==> src/rtl/branch_pkg.sv <==
// rtl/branch_pkg.sv - shared types and constants for branch tracking and resolution
package branch_pkg;

    localparam int BQ_PC_W = 32;

    localparam logic [6:0] OPC_BRANCH = 7'b1100011;
    localparam logic [6:0] OPC_JAL    = 7'b1101111;

    localparam int BTB_ROWS = 64;

    typedef struct packed {
        logic [BQ_PC_W-1:0] pc;
        logic               pred_taken;
        logic [BQ_PC_W-1:0] pred_target;
    } bq_entry_t;

endpackage

==> src/rtl/branch_queue_fifo.sv <==
// rtl/branch_queue_fifo.sv - synchronous FIFO of in-flight branch entries with clear
module branch_queue_fifo
    import branch_pkg::*;
#(
    parameter int  DEPTH   = 4,
    parameter type entry_t = bq_entry_t
) (
    input  logic                     clk,
    input  logic                     rst,
    input  logic                     clr,
    input  logic                     push,
    input  entry_t                   push_data,
    input  logic                     pop,
    output entry_t                   head,
    output logic [$clog2(DEPTH):0]   count
);

    localparam int PW = $clog2(DEPTH);
    localparam int CW = PW + 1;

    // The caller guarantees push only when not full and pop only when
    // non-empty; pointers wrap naturally because DEPTH is a power of two.
    entry_t          mem_q [DEPTH];
    entry_t          mem_d [DEPTH];
    logic [PW-1:0]   wr_ptr_q, wr_ptr_d;
    logic [PW-1:0]   rd_ptr_q, rd_ptr_d;
    logic [CW-1:0]   count_q, count_d;

    // Next-state for pointers, occupancy and storage; clear drops everything in flight
    always_comb begin
        mem_d    = mem_q;
        wr_ptr_d = wr_ptr_q;
        rd_ptr_d = rd_ptr_q;
        count_d  = count_q;
        if (clr) begin
            wr_ptr_d = '0;
            rd_ptr_d = '0;
            count_d  = '0;
        end else begin
            if (push) begin
                mem_d[wr_ptr_q] = push_data;
                wr_ptr_d        = wr_ptr_q + PW'(1);
            end
            if (pop) begin
                rd_ptr_d = rd_ptr_q + PW'(1);
            end
            count_d = count_q + CW'(push) - CW'(pop);
        end
    end

    // Control state with synchronous reset
    always_ff @(posedge clk) begin
        if (rst) begin
            wr_ptr_q <= '0;
            rd_ptr_q <= '0;
            count_q  <= '0;
        end else begin
            wr_ptr_q <= wr_ptr_d;
            rd_ptr_q <= rd_ptr_d;
            count_q  <= count_d;
        end
    end

    // Entry storage; contents are only observed while count is non-zero
    always_ff @(posedge clk) begin
        mem_q <= mem_d;
    end

    assign head  = mem_q[rd_ptr_q];
    assign count = count_q;

endmodule

==> src/rtl/branch_resolve_queue.sv <==
// rtl/branch_resolve_queue.sv - checks predicted branches at resolve, redirects and trains the predictor
module branch_resolve_queue
    import branch_pkg::*;
#(
    parameter int DATA_WIDTH = 32,
    parameter int DEPTH      = 4
) (
    input  logic                     clk,
    input  logic                     rst,
    input  logic                     push_valid,
    input  logic [DATA_WIDTH-1:0]    push_pc,
    input  logic                     push_pred_taken,
    input  logic [DATA_WIDTH-1:0]    push_pred_target,
    output logic                     push_ready,
    input  logic                     resolve_valid,
    input  logic                     resolve_taken,
    input  logic [DATA_WIDTH-1:0]    resolve_target,
    input  logic                     resolve_is_jal,
    input  logic                     flush,
    output logic                     redirect_valid,
    output logic [DATA_WIDTH-1:0]    redirect_pc,
    output logic                     upd_valid,
    output logic [DATA_WIDTH-1:0]    upd_pc,
    output logic [DATA_WIDTH-1:0]    upd_target,
    output logic                     upd_taken,
    output logic                     upd_is_jal,
    output logic [$clog2(DEPTH):0]   count,
    output logic                     underflow_err,
    output logic [31:0]              branch_count,
    output logic [31:0]              mispredict_count
);

    localparam int CW = $clog2(DEPTH) + 1;

    typedef struct packed {
        logic [DATA_WIDTH-1:0] pc;
        logic                  pred_taken;
        logic [DATA_WIDTH-1:0] pred_target;
    } entry_t;

    entry_t          push_entry;
    entry_t          head;
    logic [CW-1:0]   fifo_count;
    logic            queue_empty;
    logic            pop;
    logic            mispredict;
    logic            clr;
    logic            fifo_push;
    logic [DATA_WIDTH-1:0] correct_pc;

    logic                  redirect_valid_q, redirect_valid_d;
    logic [DATA_WIDTH-1:0] redirect_pc_q, redirect_pc_d;
    logic                  upd_valid_q, upd_valid_d;
    logic [DATA_WIDTH-1:0] upd_pc_q, upd_pc_d;
    logic [DATA_WIDTH-1:0] upd_target_q, upd_target_d;
    logic                  upd_taken_q, upd_taken_d;
    logic                  upd_is_jal_q, upd_is_jal_d;
    logic                  underflow_err_q, underflow_err_d;
    logic [31:0]           branch_count_q, branch_count_d;
    logic [31:0]           mispredict_count_q, mispredict_count_d;

    // Compare the head entry against the resolved outcome and decide what the queue does.
    // push_ready depends only on registered occupancy, so a same-cycle pop cannot admit a push.
    always_comb begin
        push_entry             = '0;
        push_entry.pc          = push_pc;
        push_entry.pred_taken  = push_pred_taken;
        push_entry.pred_target = push_pred_target;

        push_ready  = (fifo_count != CW'(DEPTH));
        queue_empty = (fifo_count == '0);
        pop         = resolve_valid && !queue_empty;
        mispredict  = (head.pred_taken != resolve_taken) ||
                      (head.pred_taken && resolve_taken && (head.pred_target != resolve_target));
        clr         = flush || (pop && mispredict);
        fifo_push   = push_valid && push_ready && !clr;
        correct_pc  = resolve_taken ? resolve_target : head.pc + DATA_WIDTH'(4);
    end

    branch_queue_fifo #(
        .DEPTH   (DEPTH),
        .entry_t (entry_t)
    ) u_fifo (
        .clk       (clk),
        .rst       (rst),
        .clr       (clr),
        .push      (fifo_push),
        .push_data (push_entry),
        .pop       (pop),
        .head      (head),
        .count     (fifo_count)
    );

    // Next values of the registered outputs: pulses default low, data holds until the next event
    always_comb begin
        redirect_valid_d   = 1'b0;
        redirect_pc_d      = redirect_pc_q;
        upd_valid_d        = 1'b0;
        upd_pc_d           = upd_pc_q;
        upd_target_d       = upd_target_q;
        upd_taken_d        = upd_taken_q;
        upd_is_jal_d       = upd_is_jal_q;
        underflow_err_d    = underflow_err_q;
        branch_count_d     = branch_count_q;
        mispredict_count_d = mispredict_count_q;

        if (resolve_valid && queue_empty) begin
            underflow_err_d = 1'b1;
        end

        if (pop) begin
            upd_valid_d    = 1'b1;
            upd_pc_d       = head.pc;
            upd_target_d   = resolve_target;
            upd_taken_d    = resolve_taken;
            upd_is_jal_d   = resolve_is_jal;
            branch_count_d = branch_count_q + 32'd1;
            if (mispredict) begin
                mispredict_count_d = mispredict_count_q + 32'd1;
                // An external flush already redirects fetch, so ours would be stale
                if (!flush) begin
                    redirect_valid_d = 1'b1;
                    redirect_pc_d    = correct_pc;
                end
            end
        end
    end

    // Output and counter registers with synchronous reset
    always_ff @(posedge clk) begin
        if (rst) begin
            redirect_valid_q   <= 1'b0;
            redirect_pc_q      <= '0;
            upd_valid_q        <= 1'b0;
            upd_pc_q           <= '0;
            upd_target_q       <= '0;
            upd_taken_q        <= 1'b0;
            upd_is_jal_q       <= 1'b0;
            underflow_err_q    <= 1'b0;
            branch_count_q     <= '0;
            mispredict_count_q <= '0;
        end else begin
            redirect_valid_q   <= redirect_valid_d;
            redirect_pc_q      <= redirect_pc_d;
            upd_valid_q        <= upd_valid_d;
            upd_pc_q           <= upd_pc_d;
            upd_target_q       <= upd_target_d;
            upd_taken_q        <= upd_taken_d;
            upd_is_jal_q       <= upd_is_jal_d;
            underflow_err_q    <= underflow_err_d;
            branch_count_q     <= branch_count_d;
            mispredict_count_q <= mispredict_count_d;
        end
    end

    assign redirect_valid   = redirect_valid_q;
    assign redirect_pc      = redirect_pc_q;
    assign upd_valid        = upd_valid_q;
    assign upd_pc           = upd_pc_q;
    assign upd_target       = upd_target_q;
    assign upd_taken        = upd_taken_q;
    assign upd_is_jal       = upd_is_jal_q;
    assign count            = fifo_count;
    assign underflow_err    = underflow_err_q;
    assign branch_count     = branch_count_q;
    assign mispredict_count = mispredict_count_q;

endmodule

==> config.mk <==
export PLATFORM = sky130hd
export DESIGN_NAME = branch_resolve_queue
export DESIGN_NICKNAME = d
export VERILOG_FILES = /design/src/rtl/branch_pkg.sv /design/src/rtl/branch_queue_fifo.sv /design/src/rtl/branch_resolve_queue.sv
export SDC_FILE = /design/constraint.sdc
export NUM_CORES = 1
export LEC_CHECK = 0
export ABC_AREA = 1
export BUFFER_PORTS_ARGS = -buffer_cell sky130_fd_sc_hd__buf_2
export CAP_MARGIN = 40
export CORE_MARGIN = 5
export CORE_UTILIZATION = 57
export DETAILED_ROUTE_END_ITERATION = 8
export PLACE_DENSITY_LB_ADDON = 0.1
export SYNTH_ARGS = -nofsm -noshare
export SYNTH_HDL_FRONTEND = slang
export SYNTH_SLANG_ARGS = --single-unit
==> constraint.sdc <==
create_clock -name clk -period 6.7 [get_ports clk]
set_input_delay 1.34 -clock clk [delete_from_list [all_inputs] [get_ports clk]]
set_output_delay 1.34 -clock clk [all_outputs]
set_load 0.02 [all_outputs]
==> metrics.log, run 1 <==
INFO  metric cp-start-kind = register
INFO  metric whs_endpoint = underflow_err$_SDFFE_PP0P_
INFO  metric cts-hold-fix-buffers = 0
INFO  metric global_route.usage.met1 = 39.44%
INFO  metric chipWidth = just under 200 µm
INFO  metric postSynthAreaPerCell = around 9 µm²
INFO  metric cellPowerDensity = 273.5 mW/mm²
INFO  metric placement.cell_area = ~0.021 mm²
INFO  metric area_growth = 16.97%
INFO  metric total_cts_buffers = 44
INFO  metric die_area = approximately 0.037 mm²
INFO  metric drive_above_1_share = 16.38%
INFO  metric drt_iter0_drc = around 1300
INFO  metric synth_nets = 2216
INFO  metric clock_skew = 0.02266 ns
INFO  metric worst_reg2reg_path_startpoint = u_fifo.rd_ptr_q[0]$_SDFFE_PP0P_
INFO  metric r2r_endpoint = u_fifo.mem_q[194]$_DFFE_PP_
INFO  metric initial_core_util = around 58%
INFO  metric maxSlewHeadroom = a little under two fifths
INFO  metric antenna_left = 0
INFO  metric synth.distinct_cells = approximately 40
INFO  metric finalPower = about 6.0 mW
INFO  metric finalWeightedCongestion = ~0.93
INFO  metric synth_top_cells_by_area = edfxtp_1, dfxtp_1, nand2_1
INFO  metric detailedRoute.firstPassIterationCount = 6
INFO  metric final-setup-viol-count = 0
INFO  metric grt_max_degree = 88
INFO  metric min_path_cells = 2
INFO  metric path_class = reg -> reg
INFO  metric arrival = slightly above 5 ns
INFO  metric use_met2 = between 40% and 50%
INFO  metric detailroute.via_count = around 16000
INFO  metric layout.cell_area.non_filler = ~0.022 mm²
INFO  metric postSynth.topFlopCell = edfxtp_1
INFO  metric post_synth_inst_count = approximately 2100
INFO  metric detail_route.wl_per_cell = between 15 and 20 µm
INFO  metric globalRoute.totalOverflow = 0
INFO  metric wl = around 54000 µm
INFO  metric remaining_drc_errors = 0
INFO  metric grt_pass1_vias = between 10000 and 15000
INFO  metric tritoncts = done
INFO  metric async_flop_share = 0%
INFO  metric tightestPinTransition = ~0.93 ns
INFO  metric maximum_resistive_drop_on_vdd = ~240 µV
INFO  metric netlist.top_cell.by_area = edfxtp_1
INFO  metric top_usage_layer = met2
INFO  metric synth-seq-cells = 432
INFO  metric grt_pass1_wl = roughly 83000 µm
INFO  metric nets = between 2000 and 2500
INFO  metric core_area = ~0.033 mm²
INFO  metric post_layout_nonfiller_instances = ~2800
INFO  metric totalNegativeSetupSlack = 0 ns
INFO  metric postCtsSetupBuffers = 0
INFO  metric rsz0062_at_grt = no
INFO  metric regToRegSetupSlack = approximately 1.7 ns
INFO  metric share_of_the_yosys_chip_area_belonging_to_registers = 59.52%
INFO  metric floorplan.die.height = 192.1 µm
INFO  metric synth-edff-count = 260
INFO  metric hold_path_startpoint = underflow_err$_SDFFE_PP0P_
INFO  metric io_pins = ~270
INFO  metric clock-root-buffer = clkbuf_16
INFO  metric placedCellCount = 2741
INFO  metric rows = 66
INFO  metric clock-sinks = 432
INFO  metric worst_r2r_path_depth = 18
INFO  metric final_max_slew_viol_count = 0
INFO  metric numPortBuffers = about 270
INFO  metric worst-path-max-fanout = 87
INFO  metric multiInputGateArea = 0.006616 mm²
INFO  metric clk_path_buf_depth = 3
INFO  metric detailed_place_hpwl = 37490 µm
INFO  metric hold_path_class = reg -> reg
INFO  metric synth_top_area_share = 41.30%
INFO  metric cts_repair_resize_count = 0
INFO  metric routed_via_density = ~5.5
INFO  metric part_of_the_cycle_the_worst_path_needs = about three quarters
INFO  metric finalHoldViolCount = 0
INFO  metric use_met3 = under 10%
INFO  metric htree_levels = 2
INFO  metric nFillCells = 2673
INFO  metric antenna_violations_before_repair = 8
INFO  metric period_minus_slack = between 4 and 5 ns
INFO  metric p_leak = between 9 and 10 nW
INFO  metric seqCellArea = around 0.011 mm²
INFO  metric clock_insertion_delay_worst_skew = roughly 0.56 ns
INFO  metric global_route.usage.total = around 29%
INFO  metric max_clock_freq = roughly 0.2 GHz
INFO  metric yosys_warnings = 0
INFO  metric syn_area = 0.01890 mm²
INFO  metric run_status = finished clean
INFO  metric worstSetupEndpointType = register
INFO  metric critical_path_required = about 7 ns
INFO  metric worst_setup_hold_path_clk_slew = about 0.06 ns
INFO  metric max_cap_viol_count = 0
[cell usage after synthesis (3+ instances only)]
library cell  count
nor2_2            4
nand2_2           5
a21oi_1         133
dfxtp_1         172
xor2_1           42
clkbuf_1         46
buf_4            11
inv_1           146
o21ai_1          11
nor2_1          190
buf_2            24
nand4_1          23
nor4_1            9
inv_2             5
nand3b_1          6
o22ai_1           5
o21ai_0         115
nor3_1           42
a31oi_1           5
edfxtp_1        260
nand3_1         174
buf_6            10
ha_1             10
nand2_4           3
xnor2_1          13
o211ai_1          4
nand2_1         612
[cell type report]
type                            count  share of cell area [%]
Antenna cell                        5                 0.05659
Clock inverter                     17                  0.8884
Timing Repair Buffer              291                   7.334
Inverter                          153                   2.620
Clock buffer                       65                   5.772
Sequential cell                   432                   50.91
Multi-Input combinational cell   1423                   29.92
Tap cell                          442                   2.501
[power by group]
group / internal [mW] / switching [mW] / leakage [nW] / total (mW)
clock network: 1.48 / 0.995 / 0.722 / 2.47
logic: 0.176 / 0.441 / 4.69 / 0.617
registers: 2.91 / 0.0460 / 3.75 / 2.96
total: 4.57 / 1.48 / 9.17 / 6.05
[worst max-delay path: stages (launching register included)]
cell	delay, ns
dfxtp_4	0.62
buf_4	0.77
nand2_1	0.11
nand3_1	0.14
nand2_1	0.07
nand2_1	0.06
nand2_1	0.05
inv_1	0.07
nand2_1	0.05
nor2_1	0.17
nand2_1	0.08
nor2_1	0.09
nand2_1	0.07
nand2_2	0.10
nand2_4	0.11
nand2_4	0.32
nand3_1	0.47
nor2_4	0.78
buf_12	0.36
[placed cells by master (no fill, tap or decap), types with 3 or more instances in the layout]
master     synthesis  final
diode_2            0      5
dfxtp_1          172    170
xnor2_1           13     13
buf_2             24    272
buf_4             11     12
nor4_1             9      9
nor2_4             2      6
clkbuf_1          46     13
ha_1              10     10
clkbuf_8           0      5
o21ai_1           11     11
clkbuf_16          0     46
clkinv_2           0      7
xor2_1            42     42
o22ai_1            5      5
bufinv_16          0      4
o21ai_0          115    115
nand2_1          612    612
a31oi_1            5      5
nor2_2             4      4
buf_16             0      4
inv_2              5      4
nor3_1            42     42
nand3_1          174    174
nand2_4            3      3
clkinv_1           2      5
edfxtp_1         260    260
a21oi_1          133    132
buf_12             0      3
o211ai_1           4      4
nand4_1           23     23
nand2_2            5      5
nand3b_1           6      6
inv_1            146    145
nor2_1           190    186
[sequential cells by signal (all words and copies together), names as in the netlist]
name,count
branch_count,32
u_fifo.wr_ptr_q,2
underflow_err,1
upd_is_jal,1
upd_valid,1
upd_target,32
u_fifo.mem_q,260
redirect_valid,1
upd_pc,32
redirect_pc,32
u_fifo.count,3
upd_taken,1
mispredict_count,32
u_fifo.rd_ptr_q,2
[logic make-up after synthesis]
| family | count (synthesis) | synth area share [%] |
|---|---|---|
| multiplexers | 1 | 0.05295 |
| flip-flops | 432 | 59.52 |
| XOR/XNOR | 55 | 2.548 |
| AO/OA/AOI/OAI | 277 | 7.513 |
| adder cells (fa/ha/maj) | 11 | 0.7678 |
| AND/OR/NAND/NOR | 1079 | 23.94 |
| buffers and inverters | 246 | 5.659 |
[through the flow]
step / util [%] / setup WS [ns] / hold slack (ns)
after detailed placement: 63.23 / 1.849 / 0.4399
final: 67.79 / 1.746 / 0.4471
after global routing: 67.77 / 1.366 / 0.4676
after CTS: 67.75 / 1.820 / 0.4491
after floorplan: - / 1.206 / 0.4775
after global placement: 62.83 / 1.733 / 0.4355
[layer usage]
layer,share of wire (%),wire length [µm]
met5,0.062,34
met4,3.2,1727
met3,9.4,5104
met2,47,25710
met1,40,21880
[worst max-delay path by stage]
stage                                         start                           to  slack (ns)  cells after the start
floorplan                        resolve_target[25]    u_fifo.mem_q[0]$_DFFE_PP_        1.21                     14
global placement    u_fifo.rd_ptr_q[0]$_SDFFE_PP0P_  u_fifo.mem_q[186]$_DFFE_PP_        1.73                     19
detailed placement  u_fifo.rd_ptr_q[0]$_SDFFE_PP0P_  u_fifo.mem_q[186]$_DFFE_PP_        1.85                     18
CTS                 u_fifo.rd_ptr_q[0]$_SDFFE_PP0P_  u_fifo.mem_q[133]$_DFFE_PP_        1.82                     18
global route        u_fifo.rd_ptr_q[0]$_SDFFE_PP0P_  u_fifo.mem_q[194]$_DFFE_PP_        1.37                     18
finish              u_fifo.rd_ptr_q[0]$_SDFFE_PP0P_  u_fifo.mem_q[194]$_DFFE_PP_        1.75                     18
Note: power is estimated with default switching activity, not from simulation.
==> run 2, diff against run 1 <==
--- a/config.mk
+++ b/config.mk
@@ -9,7 +9,7 @@
 export BUFFER_PORTS_ARGS = -buffer_cell sky130_fd_sc_hd__buf_2
 export CAP_MARGIN = 40
 export CORE_MARGIN = 5
-export CORE_UTILIZATION = 57
+export CORE_UTILIZATION = 52
 export DETAILED_ROUTE_END_ITERATION = 8
 export PLACE_DENSITY_LB_ADDON = 0.1
 export SYNTH_ARGS = -nofsm -noshare
==> constraint.sdc (replaced) <==
create_clock -name clk -period 4.3 [get_ports clk]
set_input_delay 0.86 -clock clk [delete_from_list [all_inputs] [get_ports clk]]
set_output_delay 0.86 -clock clk [all_outputs]
set_load 0.02 [all_outputs]
==> metrics.log, run 2 (synthesis results as in run 1) <==
INFO  metric layout.cells.most_common = nand2_1
INFO  metric wl = 55920 µm (+2.7%)
INFO  metric final-setup-viol-count = 0 (unchanged)
INFO  metric met2_wirelength = 25680 µm (-0.11%)
INFO  metric global_route.usage.total = 27.01% (-2.0 points)
INFO  metric finalWeightedCongestion = 0.8986 (-3.3%)
INFO  metric timing.critical_path.cells = inv_2 -> nand3_1 -> nand2_1 -> nand2_1 -> nand2_1 -> inv_1 -> nand2_1 -> nor2_1 -> nand2_1 -> nor2_1 -> nand2_1 -> nand2_2 -> nand2_4 -> nand2_4 -> nand3_1 -> inv_1 -> ha_1 -> fa_1 -> xnor2_1 -> xor2_1 -> nor2_1
INFO  metric path_depth = 21 (+3)
INFO  metric htree_levels = 2 (unchanged)
INFO  metric timing.critical_path.max_delay_family = simple AND/OR/NAND/NOR gates
INFO  metric arrival = 3.95 ns (-1.23 ns)
INFO  metric clk_path_buf_depth = 3 (unchanged)
INFO  metric cellPowerDensity = 424.7 mW/mm² (+55%)
INFO  metric chipWidth = 200.7 µm (+4.5%)
INFO  metric p_leak = 9.196 nW (+0.30%)
INFO  metric crit_top_cell = nand2_1
INFO  metric core_area = 0.03574 mm² (+9.6%)
INFO  metric grt_pass1_vias = 14920 (+0.15%)
INFO  metric cp-start-kind = register
INFO  metric detail_route.wl_per_cell = 19.57 µm (+1.6%)
INFO  metric tightestPinTransition = 0.8478 ns (-0.08515 ns)
INFO  metric whs_endpoint = underflow_err$_SDFFE_PP0P_
INFO  metric critical_path_required = 4.73 ns (-2.20 ns)
INFO  metric antenna_left = 0 (unchanged)
INFO  metric max_flop_register = u_fifo.mem_q
INFO  metric placedCellCount = 2769 (+1.0%)
INFO  metric max_cap_viol_count = 0 (unchanged)
INFO  metric nets = 2471 (+0.45%)
INFO  metric cts-hold-fix-buffers = 0 (unchanged)
INFO  metric maxSlewHeadroom = 43.48% (+5.7 points)
INFO  metric initial_core_util = 52.89% (-5.1 points)
INFO  metric part_of_the_cycle_the_worst_path_needs = 81.85% (+7.9 points)
INFO  metric met3_length = 4166 µm (-18%)
INFO  metric globalRoute.totalOverflow = 0 (unchanged)
INFO  metric clock_insertion_delay_worst_skew = 0.57 ns (about the same)
INFO  metric regToRegSetupSlack = 0.78 ns (-0.97 ns)
INFO  metric final_max_slew_viol_count = 0 (unchanged)
INFO  metric worst_setup_hold_path_clk_slew = 0.06 ns (about the same)
INFO  metric hold_path_class = reg -> reg
INFO  metric die_area = 0.04026 mm² (+9.1%)
INFO  metric min_path_cells = 2 (unchanged)
INFO  metric worst_r2r_path_depth = 21 (+3)
INFO  metric final_core_util = 62.02% (-5.8 points)
INFO  metric clock-root-buffer = clkbuf_16
INFO  metric drt_iter0_drc = 1264 (-0.55%)
INFO  metric numPortBuffers = 272 (unchanged)
INFO  metric worst_reg2reg_path_startpoint = u_fifo.rd_ptr_q[1]$_SDFFE_PP0P_
INFO  metric routed_via_density = 5.477 (-1.1%)
INFO  metric drive_above_1_share = 16.72% (+0.34 points)
INFO  metric hold_path_startpoint = underflow_err$_SDFFE_PP0P_
INFO  metric tritoncts = done
INFO  metric rows = 69 (+4.5%)
INFO  metric remaining_drc_errors = 0 (unchanged)
INFO  metric worst_path_max_delay_cell = inv_2
INFO  metric rsz0062_at_grt = no
INFO  metric clock-sinks = 432 (unchanged)
INFO  metric layout_common_cells = nand2_1, buf_2, edfxtp_1
INFO  metric max_clock_freq = 0.2841 GHz (+41%)
INFO  metric maxUsedRoutingLayer = met5
INFO  metric detailedRoute.firstPassIterationCount = 5 (-1)
INFO  metric io_pins = 273 (unchanged)
INFO  metric cts_repair_resize_count = 0 (unchanged)
INFO  metric largest_reg_flops = 260 (unchanged)
INFO  metric detailroute.via_count = 15650 (-0.096%)
INFO  metric worstSetupEndpointType = register
INFO  metric grt_max_degree = 82 (-6.8%)
INFO  metric postCtsSetupBuffers = 0 (unchanged)
INFO  metric run_status = finished clean
INFO  metric antenna_violations_before_repair = 6 (-2)
INFO  metric r2r_endpoint = u_fifo.count[2]$_SDFF_PP0_
INFO  metric area_growth = 17.28%
INFO  metric clock_skew = 0.02102 ns (-0.001636 ns)
INFO  metric nFillCells = 3094 (+16%)
INFO  metric post_layout_nonfiller_instances = 2858 (+1.1%)
INFO  metric period_minus_slack = 3.519 ns (-1.435 ns)
INFO  metric cpPeakStageDelay = 0.58 ns (-0.20 ns)
INFO  metric detailed_place_hpwl = 38380 µm (+2.4%)
INFO  metric worst-path-max-fanout = 36 (-59%)
INFO  metric finalHoldViolCount = 0 (unchanged)
INFO  metric path_class = reg -> reg
INFO  metric maximum_resistive_drop_on_vdd = 335.2 µV (+39%)
INFO  metric detail_route.wirelength.met1 = 24050 µm (+9.9%)
INFO  metric grt_pass1_wl = 86220 µm (+3.4%)
INFO  metric total_cts_buffers = 46 (+4.5%)
INFO  metric floorplan.die.height = 200.7 µm (+4.5%)
INFO  metric critical_path_buf_inv_count = 3 (unchanged)
==> run 2: cell types whose count changed in the layout (fill, tap and decap cells not counted), sizes merged <==
| cell | previous run | this run |
|---|---|---|
| diode | 5 | 4 |
| clkinv | 14 | 22 |
| inv | 151 | 152 |
| bufinv | 4 | 3 |
| buf | 291 | 300 |
| clkbuf | 65 | 60 |
==> run 2: worst max path at each step <==
stage	end	start	slack, ns
2_1_floorplan	u_fifo.mem_q[0]$_DFFE_PP_	u_fifo.rd_ptr_q[0]$_SDFFE_PP0P_	-0.98
3_3_place_gp	u_fifo.count[2]$_SDFF_PP0_	u_fifo.rd_ptr_q[0]$_SDFFE_PP0P_	0.74
3_5_place_dp	u_fifo.count[2]$_SDFF_PP0_	u_fifo.rd_ptr_q[1]$_SDFFE_PP0P_	0.84
4_1_cts	u_fifo.count[2]$_SDFF_PP0_	u_fifo.rd_ptr_q[1]$_SDFFE_PP0P_	0.78
5_1_grt	redirect_pc[31]$_SDFFE_PP0P_	u_fifo.rd_ptr_q[0]$_SDFFE_PP0P_	0.52
6_report	u_fifo.count[2]$_SDFF_PP0_	u_fifo.rd_ptr_q[1]$_SDFFE_PP0P_	0.78
==> run 2: cell type report <==
class / count / area, µm² / share of cell area, %
inverter: 153 / 579.3 / 2.613
clock buffer: 60 / 1255 / 5.661
antenna: 4 / 10.01 / 0.04515
multi-input combinational: 1423 / 6616 / 29.85
sequential: 432 / 11260 / 50.77
timing repair buffer: 300 / 1679 / 7.574
tap: 461 / 576.8 / 2.602
clock inverter: 25 / 196.4 / 0.8861
==> run 2: routing by layer <==
metal,track usage (%),vias to the layer above
met1,37.54,7366
met3,4.814,122
met2,43.01,634
met5,0,-
li1,-,7526
met4,9.710,4
==> run 2: stage by stage <==
stage | hold slack, ns | total power [mW] | instance area (µm²) | setup TNS (ns) | setup WS, ns
after global routing | 0.4826 | 9.774 | 22170 | 0 | 0.5181
after floorplan | 0.4775 | 5.271 | 18900 | -254.13 | -0.9774
after detailed placement | 0.4495 | 5.655 | 20710 | 0 | 0.8418
final | 0.4572 | 9.416 | 22170 | 0 | 0.7806
after global placement | 0.4401 | 5.636 | 20680 | 0 | 0.7439
after CTS | 0.4577 | 9.474 | 22160 | 0 | 0.7807
==> run 2: worst register-to-register path, cell delays in order (launching register included) <==
cell and delay [ns]:
dfxtp_2 0.32, inv_2 0.58, nand3_1 0.27, nand2_1 0.13, nand2_1 0.06, nand2_1 0.07
inv_1 0.04, nand2_1 0.12, nor2_1 0.06, nand2_1 0.06, nor2_1 0.04, nand2_1 0.10
nand2_2 0.09, nand2_4 0.12, nand2_4 0.05, nand3_1 0.16, inv_1 0.11, ha_1 0.22
fa_1 0.38, xnor2_1 0.18, xor2_1 0.16, nor2_1 0.06
==> run 2: report_power, final <==
group          switching (mW)  internal [mW]
combinational           0.687          0.277
clock                    1.61           2.23
sequential             0.0679           4.54
